$ cat src/rtl/uart_pkg.sv
// Shared UART definitions: receive/transmit FSM states and default frame constants.
package uart_pkg;

  localparam int unsigned OVERSAMPLE_DEF = 16;
  localparam int unsigned DBIT_DEF       = 8;

  typedef enum logic [2:0] {
    IDLE     = 3'd0,
    START    = 3'd1,
    DATA     = 3'd2,
    PARITY   = 3'd3,
    STOP     = 3'd4,
    BRK_WAIT = 3'd5
  } state_t;

endpackage

$ cat src/rtl/sync_2ff.sv
// Single-bit two-flop synchroniser for an asynchronous input, reset to RESET_VAL.
module sync_2ff #(
  parameter logic RESET_VAL = 1'b1
) (
  input  logic clk,
  input  logic rst_n,
  input  logic d,
  output logic q
);

  logic meta_q;
  logic sync_q;

  always_ff @(posedge clk or negedge rst_n) begin
    if (!rst_n) begin
      meta_q <= RESET_VAL;
      sync_q <= RESET_VAL;
    end else begin
      meta_q <= d;
      sync_q <= meta_q;
    end
  end

  assign q = sync_q;

endmodule

$ cat src/rtl/uart_rx_core.sv
// UART receive engine: oversampled start/data/parity/stop recovery with per-frame
// done strobe and frame/parity error flags.
module uart_rx_core
  import uart_pkg::*;
#(
  parameter int unsigned DBIT       = DBIT_DEF,
  parameter int unsigned OVERSAMPLE = OVERSAMPLE_DEF,
  parameter int unsigned PARITY_EN  = 0,
  parameter int unsigned PARITY_ODD = 0
) (
  input  logic            clk,
  input  logic            reset_n,
  input  logic            s_tick,
  input  logic            rx_pin,
  output logic [DBIT-1:0] rx_data,
  output logic            rx_done,
  output logic            frame_err,
  output logic            parity_err,
  output logic            busy
);

  localparam int unsigned TW = $clog2(OVERSAMPLE);
  localparam int unsigned BW = $clog2(DBIT);
  localparam logic        PAR_ODD_B = 1'(PARITY_ODD);

  logic rx_s;

  sync_2ff #(.RESET_VAL(1'b1)) u_sync (
    .clk   (clk),
    .rst_n (reset_n),
    .d     (rx_pin),
    .q     (rx_s)
  );

  state_t            state_q, state_d;
  logic [TW-1:0]     tick_q, tick_d;
  logic [BW-1:0]     bit_q, bit_d;
  logic [DBIT-1:0]   shreg_q, shreg_d;
  logic              par_bad_q, par_bad_d;
  logic [DBIT-1:0]   rx_data_q, rx_data_d;
  logic              rx_done_q, rx_done_d;
  logic              frame_err_q, frame_err_d;
  logic              parity_err_q, parity_err_d;
  logic              busy_q, busy_d;
  logic              mid_start, bit_end;

  assign mid_start = s_tick && (tick_q == TW'(OVERSAMPLE/2 - 1));
  assign bit_end   = s_tick && (tick_q == TW'(OVERSAMPLE - 1));

  always_ff @(posedge clk or negedge reset_n) begin
    if (!reset_n) begin
      state_q      <= IDLE;
      tick_q       <= '0;
      bit_q        <= '0;
      shreg_q      <= '0;
      par_bad_q    <= 1'b0;
      rx_data_q    <= '0;
      rx_done_q    <= 1'b0;
      frame_err_q  <= 1'b0;
      parity_err_q <= 1'b0;
      busy_q       <= 1'b0;
    end else begin
      state_q      <= state_d;
      tick_q       <= tick_d;
      bit_q        <= bit_d;
      shreg_q      <= shreg_d;
      par_bad_q    <= par_bad_d;
      rx_data_q    <= rx_data_d;
      rx_done_q    <= rx_done_d;
      frame_err_q  <= frame_err_d;
      parity_err_q <= parity_err_d;
      busy_q       <= busy_d;
    end
  end

  always_comb begin
    state_d      = state_q;
    tick_d       = tick_q;
    bit_d        = bit_q;
    shreg_d      = shreg_q;
    par_bad_d    = par_bad_q;
    rx_data_d    = rx_data_q;
    rx_done_d    = 1'b0;
    frame_err_d  = frame_err_q;
    parity_err_d = parity_err_q;

    case (state_q)
      IDLE: begin
        tick_d = '0;
        if (!rx_s) state_d = START;
      end
      START: begin
        // A line that is high again at mid start bit was a glitch.
        if (mid_start) begin
          tick_d  = '0;
          bit_d   = '0;
          state_d = rx_s ? IDLE : DATA;
        end else if (s_tick) begin
          tick_d = tick_q + 1'b1;
        end
      end
      DATA: begin
        if (bit_end) begin
          tick_d  = '0;
          shreg_d = {rx_s, shreg_q[DBIT-1:1]};
          if (bit_q == BW'(DBIT - 1)) begin
            state_d = (PARITY_EN != 0) ? PARITY : STOP;
          end else begin
            bit_d = bit_q + 1'b1;
          end
        end else if (s_tick) begin
          tick_d = tick_q + 1'b1;
        end
      end
      PARITY: begin
        if (bit_end) begin
          tick_d    = '0;
          par_bad_d = (^shreg_q) ^ rx_s ^ PAR_ODD_B;
          state_d   = STOP;
        end else if (s_tick) begin
          tick_d = tick_q + 1'b1;
        end
      end
      STOP: begin
        if (bit_end) begin
          tick_d       = '0;
          rx_done_d    = 1'b1;
          rx_data_d    = shreg_q;
          parity_err_d = par_bad_q;
          frame_err_d  = ~rx_s;
          state_d      = rx_s ? IDLE : BRK_WAIT;
        end else if (s_tick) begin
          tick_d = tick_q + 1'b1;
        end
      end
      BRK_WAIT: begin
        // Hold off on a break so a low line yields only one strobe.
        if (rx_s) state_d = IDLE;
      end
      default: state_d = IDLE;
    endcase

    busy_d = (state_d != IDLE);
  end

  assign rx_data    = rx_data_q;
  assign rx_done    = rx_done_q;
  assign frame_err  = frame_err_q;
  assign parity_err = parity_err_q;
  assign busy       = busy_q;

endmodule
$ cat config.mk
export PLATFORM = sky130hd
export DESIGN_NAME = uart_rx_core
export DESIGN_NICKNAME = d
export VERILOG_FILES = /design/src/rtl/uart_pkg.sv /design/src/rtl/sync_2ff.sv /design/src/rtl/uart_rx_core.sv
export SDC_FILE = /design/constraint.sdc
export NUM_CORES = 1
export LEC_CHECK = 0
export ABC_AREA = 1
export CAP_MARGIN = 20
export CORE_ASPECT_RATIO = 0.6
export CORE_UTILIZATION = 40
export DETAILED_ROUTE_END_ITERATION = 7
export SLEW_MARGIN = 40
export SYNTH_ARGS = -nofsm -noshare
export SYNTH_HDL_FRONTEND = slang
export SYNTH_SLANG_ARGS = --single-unit
export TNS_END_PERCENT = 10
$ cat constraint.sdc
create_clock -name clk -period 1.3 [get_ports clk]
set_input_delay 0.39 -clock clk [delete_from_list [all_inputs] [get_ports clk]]
set_output_delay 0.39 -clock clk [all_outputs]
set_load 0.02 [all_outputs]
# Word-level counts from Yosys, hierarchy flattened
# Cells that the tools add are included.
# classes
n_addsub	2
bitwise_logic	2
n_reduce_logical	12
muxes	20
n_eq_ne	11
# op_table
cell	n
$mux W3	11
$pmux W3 S6	1
$mux W4	3
$pmux W4 S3	1
$eq A3 B3 Y1 const B	3
$reduce_xor A8 Y1	1
$eq A3 B2 Y1 const B	2
$ne A2 B2 Y1 const B	3
$pmux W3 S2	1
$reduce_and A2 Y1	3
$reduce_bool A3 Y1	2
$add A4 B1 Y4 const B	1
$eq A4 B3 Y1 const B	1
$eq A4 B4 Y1 const B	1
$reduce_and A4 Y1	1
$add A3 B1 Y3 const B	1
$eq A3 B1 Y1 const B	1
$logic_not A3 Y1	1
$reduce_or A3 Y1	1
$logic_and A1 B1 Y1	2
$mux W1	2
$mux W2	1
$reduce_bool A2 Y1	1
$not A1 Y1	1
$xor A1 B1 Y1	1
# totals
elab_cells	59
output_inout_bits	12
regBits	33
in_bits	4

# Depth between registers and ports, before layout
# depth
depth_word	5
ltp_mapped	10
mapped_depth_nobuf	10

# By module
# Synthesis repeated with hierarchy kept, for this count alone.
# hier_totals
cells_unflattened	193
hier_area_um2	1642.8
# modules_own_cells
module	area_each_um2	cells_per_inst	seq_area_each_um2	n_inst
uart_rx_core	1590.3	191	775.7	1
sync_2ff	52.6	2	52.6	1

# Worst setup path after synthesis
# No wires, ideal clock.
# synth_timing
path_type	reg-to-reg
start	register tick_q[0]
end	register busy_q (netlist: busy)
required_time_ns	1.165
setup_time_ns	0.135
path_buffers	0
stages_incl_launch_ff	8
path_slack_ns	-0.086
t_arrival_ns	1.250
cell_sequence	dfrtp_1 ha_1 nand3_1 nor2_2 nand2_2 nor2_1 nor3_1 nand3_1
# synth_via
elab_chain_len	5
elab_cells_between_ends	10
classes_between	2 x eq/ne; 5 x mux; 3 x reduce/logical
# synth_lines
item	line	source
from (decl)	uart_rx_core.sv:36	logic [TW-1:0] tick_q, tick_d;
from (signal assigned)	uart_rx_core.sv:64	tick_q <= tick_d;
$eq A4 B4 Y1 / $eq A4 B3 Y1 (equally long branches)	uart_rx_core.sv:48, uart_rx_core.sv:47	
$logic_and A1 B1 Y1, on equally long branches	uart_rx_core.sv:48, uart_rx_core.sv:47	
$mux W3, on equally long branches	n/a	
$pmux W3 S6 *	uart_rx_core.sv:87	case (state_q)
$reduce_bool A3 Y1 *	uart_rx_core.sv:143	busy_d = (state_d != IDLE);
named net busy_d	uart_rx_core.sv:44	logic busy_q, busy_d;
to (signal assigned)	uart_rx_core.sv:72	busy_q <= busy_d;
to (decl)	uart_rx_core.sv:44	
# Mark *: on every way through the listed nets, which the timed path passes. The rest lies on a longest branch.
# A chain may end at the register's enable or synchronous reset.

# Worst setup path after layout
# layout_timing
start	register tick_q[0]
end	register par_bad_q
# layout_via
elab_chain_len	3
# layout_lines
item	line	source
$eq A4 B4 Y1	uart_rx_core.sv:48	assign bit_end = s_tick && (tick_q == TW'(OVERSAMPLE - 1));
$logic_and A1 B1 Y1	uart_rx_core.sv:48	
$reduce_and A2 Y1 (no source line)	n/a	
to (signal assigned)	uart_rx_core.sv:67	par_bad_q <= par_bad_d;
to (decl)	uart_rx_core.sv:39	logic par_bad_q, par_bad_d;
# Every way passes these cells.

==> results_dict.tcl <==
set metrics [dict create \
    ys_warn_count 0 \
    ir_drop_v 0.000908 \
    fin_skew_ns 0.00404 \
    track_usage_pct 18.5 \
    final_core_util_pct 55.5 \
    ant_nets 0 \
    path_max_fanout 5 \
    grt_pass1_vias 1303 \
    cts_tree "yes" \
    grt_start_max_net_pins 34 \
    gp_congestion 0.857 \
    drive_above_1_share_pct 31.8 \
    fin_setup_tns_ns -1.45 \
    synth_edf_count 0 \
    fin_ws_ns -0.151 \
    dp_hpwl_um 2420 \
    period_share_pct 112 \
    status "finished, violations left" \
    hold_viol 0 \
    antenna_found_initial 0 \
    cts_buffers 5 \
    critPathArrivalTime_ns 1.63 \
    clk_root_buffer_cell "clkbuf_8" \
    nNetsFinal 245 \
    start_kind "flip-flop" \
    std_cell_rows 17 \
    viasPerCell 4.72 \
    post_drt_wl_per_cell_um 11.7 \
    synth.avg_cell_area_um2 8.32 \
    synthMostInstantiatedCell "nand2_1" \
    critical_path.endpoint_type "flip-flop" \
    cts_setup_buffers 0 \
    num_vias 1350 \
    synthTopCellsByArea "dfrtp_1 (48%), nand2_1 (14%), inv_1 (5.6%), o21ai_2 (5.4%), nor2_1 (4.2%)" \
    wl_um 3350 \
    hold_path.class "flip-flop to flip-flop" \
    placed_cells 278 \
    syn_area_um2 1610 \
    grt_pass1_wl_um 5980 \
    period_needed_ns 1.45 \
    power_density_nw_per_um2 1410 \
    gr-total-overflow 0 \
    fmax_mhz 689 \
    die_w_um 84.0 \
    core-area_um2 3760 \
    clock_latency_ns 0.28 \
    setup_viol 30 \
    max_cap_violations 0 \
    first_pass_iters 6 \
    stdcell_area_um2 2090 \
    synth_common_cells "nand2_1 (60), dfrtp_1 (31), inv_1 (24), nor2_1 (18), o21ai_0 (11)" \
    ioPinCount 16 \
    synth_top_area_share_pct 48.1 \
    tightest_slew_ns 0.252 \
    antenna_cells 0 \
    htree_levels 2 \
    place_area_um2 2030 \
    syn_to_final_growth_pct 29.4 \
    die_y_um 51.2 \
    syn_inst 194 \
    io_buffer_count 15 \
    synthFlopType "dfrtp_1" \
    ys_seq_area_share_pct 51.3 \
    cp.required_ns 1.48 \
    fin_cells 286 \
    violations "DRC, setup timing" \
    start_util_pct 42.9 \
    path_clk_slew_ns 0.07 \
    drc_errors 4 \
    synth_nets 201 \
    async_flop_share_pct 100 \
    rsz0062_at_grt "true" \
    power.leakage_nw 1.06 \
    yosysTopAreaCell "dfrtp_1" \
    dieArea_um2 4300 \
    drt_iter0_markers 96 \
    numClockSinks 33 \
    relSlewSlack_pct 83.1 \
    synth_seq_cells 33 \
    ys_types 25 \
    setup.worst_path.class "flip-flop to flip-flop" \
    drv_slew 0 \
    clock_path_buffers 2 \
]
cell families (layout without fill, tap and decap cells):
kind of cell | count (synthesis) | in the layout | synth area share (%)
compound gates | 25 | 25 | 10.2
xor+xnor | 3 | 3 | 1.63
fa+ha+maj | 3 | 3 | 2.33
buf+inv | 29 | 74 | 7.29
flops | 33 | 33 | 51.3
simple gates | 101 | 101 | 27.3
power by group:
| group | internal [mW] | leakage (nW) | switching [mW] |
|---|---|---|---|
| logic | 0.425 | 0.585 | 0.508 |
| registers | 1.14 | 0.436 | 0.130 |
| clock network | 0.380 | 0.0395 | 0.354 |
area by class of cell:
cell class	instances	area, µm²
Clock buffer	8	80.1
Fill cell	336	1680
Inverter	26	97.6
Multi-Input combinational cell	132	716
Sequential cell	33	831
Tap cell	47	58.8
Timing Repair Buffer	40	305
worst max-delay path, cell delays in order, from the launching register on:
cell and delay [ns]:
dfrtp_1 0.41, ha_4 0.18, nand4_1 0.18, nor3_1 0.07, buf_4 0.15, or2_2 0.26, nand2_1 0.06, inv_1 0.03
sequential cells by signal, summed over array words and instances, names as in the netlist:
signal         count
state_q            3
frame_err          1
u_sync.meta_q      1
bit_q              3
parity_err         1
shreg_q            8
rx_data            8
rx_done            1
busy               1
tick_q             4
u_sync.q           1
par_bad_q          1
per-layer routing:
layer	vias to the layer above	GRT usage, %	wire [µm]
met3	7	6.30	254
met2	40	25.5	1320
met1	603	26.7	1730
met5	-	0	0
met4	0	6.61	39
li1	700	-	-
per-stage QoR:
stage                     power [mW]  hold WS (ns)  setup slack [ns]
after detailed placement        2.13         0.347            -0.545
after global placement          2.09         0.346            -0.498
final                           2.94         0.356            -0.151
after CTS                       2.93         0.356            -0.143
after floorplan                 1.72        0.0944           -0.0101
after global routing            3.13         0.360            -0.255
final timing paths:
path	cells after the start	endpoint	start	slack [ns]
max in group asynchronous	2	u_sync.meta_q	reset_n	0.58
worst min-delay path	0	u_sync.q	u_sync.meta_q	0.36
worst min register to register	0	u_sync.q	u_sync.meta_q	0.36
worst max-delay path	7	par_bad_q	tick_q[0]	-0.15
min in group asynchronous	2	rx_data[4]	reset_n	0.47
worst max register to register	7	par_bad_q	tick_q[0]	-0.15
what timing repair did:
item,in CTS,in global routing
hold buffers,0,0
gates resized for setup,56,8
endpoints found under the setup margin,43,33
pin swaps,3,3
layout by cell type, fill, tap and decap left out, types with 2 or more instances in the layout:
cell	instances
inv_2	4
dfrtp_1	29
nand2_1	60
o21ai_1	5
nand3_2	2
clkbuf_8	5
nor2_2	4
o21ai_2	10
dfstp_2	2
nor2_1	13
nand4_1	4
clkbuf_1	3
nor3_2	2
buf_12	2
buf_4	22
clkdlybuf4s50_1	2
nor2_4	2
buf_2	12
nand3_1	8
dfrtp_2	2
inv_1	22
xor2_1	3
ha_1	2
o21ai_0	9
nand2_2	2
Note: power is estimated with default switching activity, not from simulation.
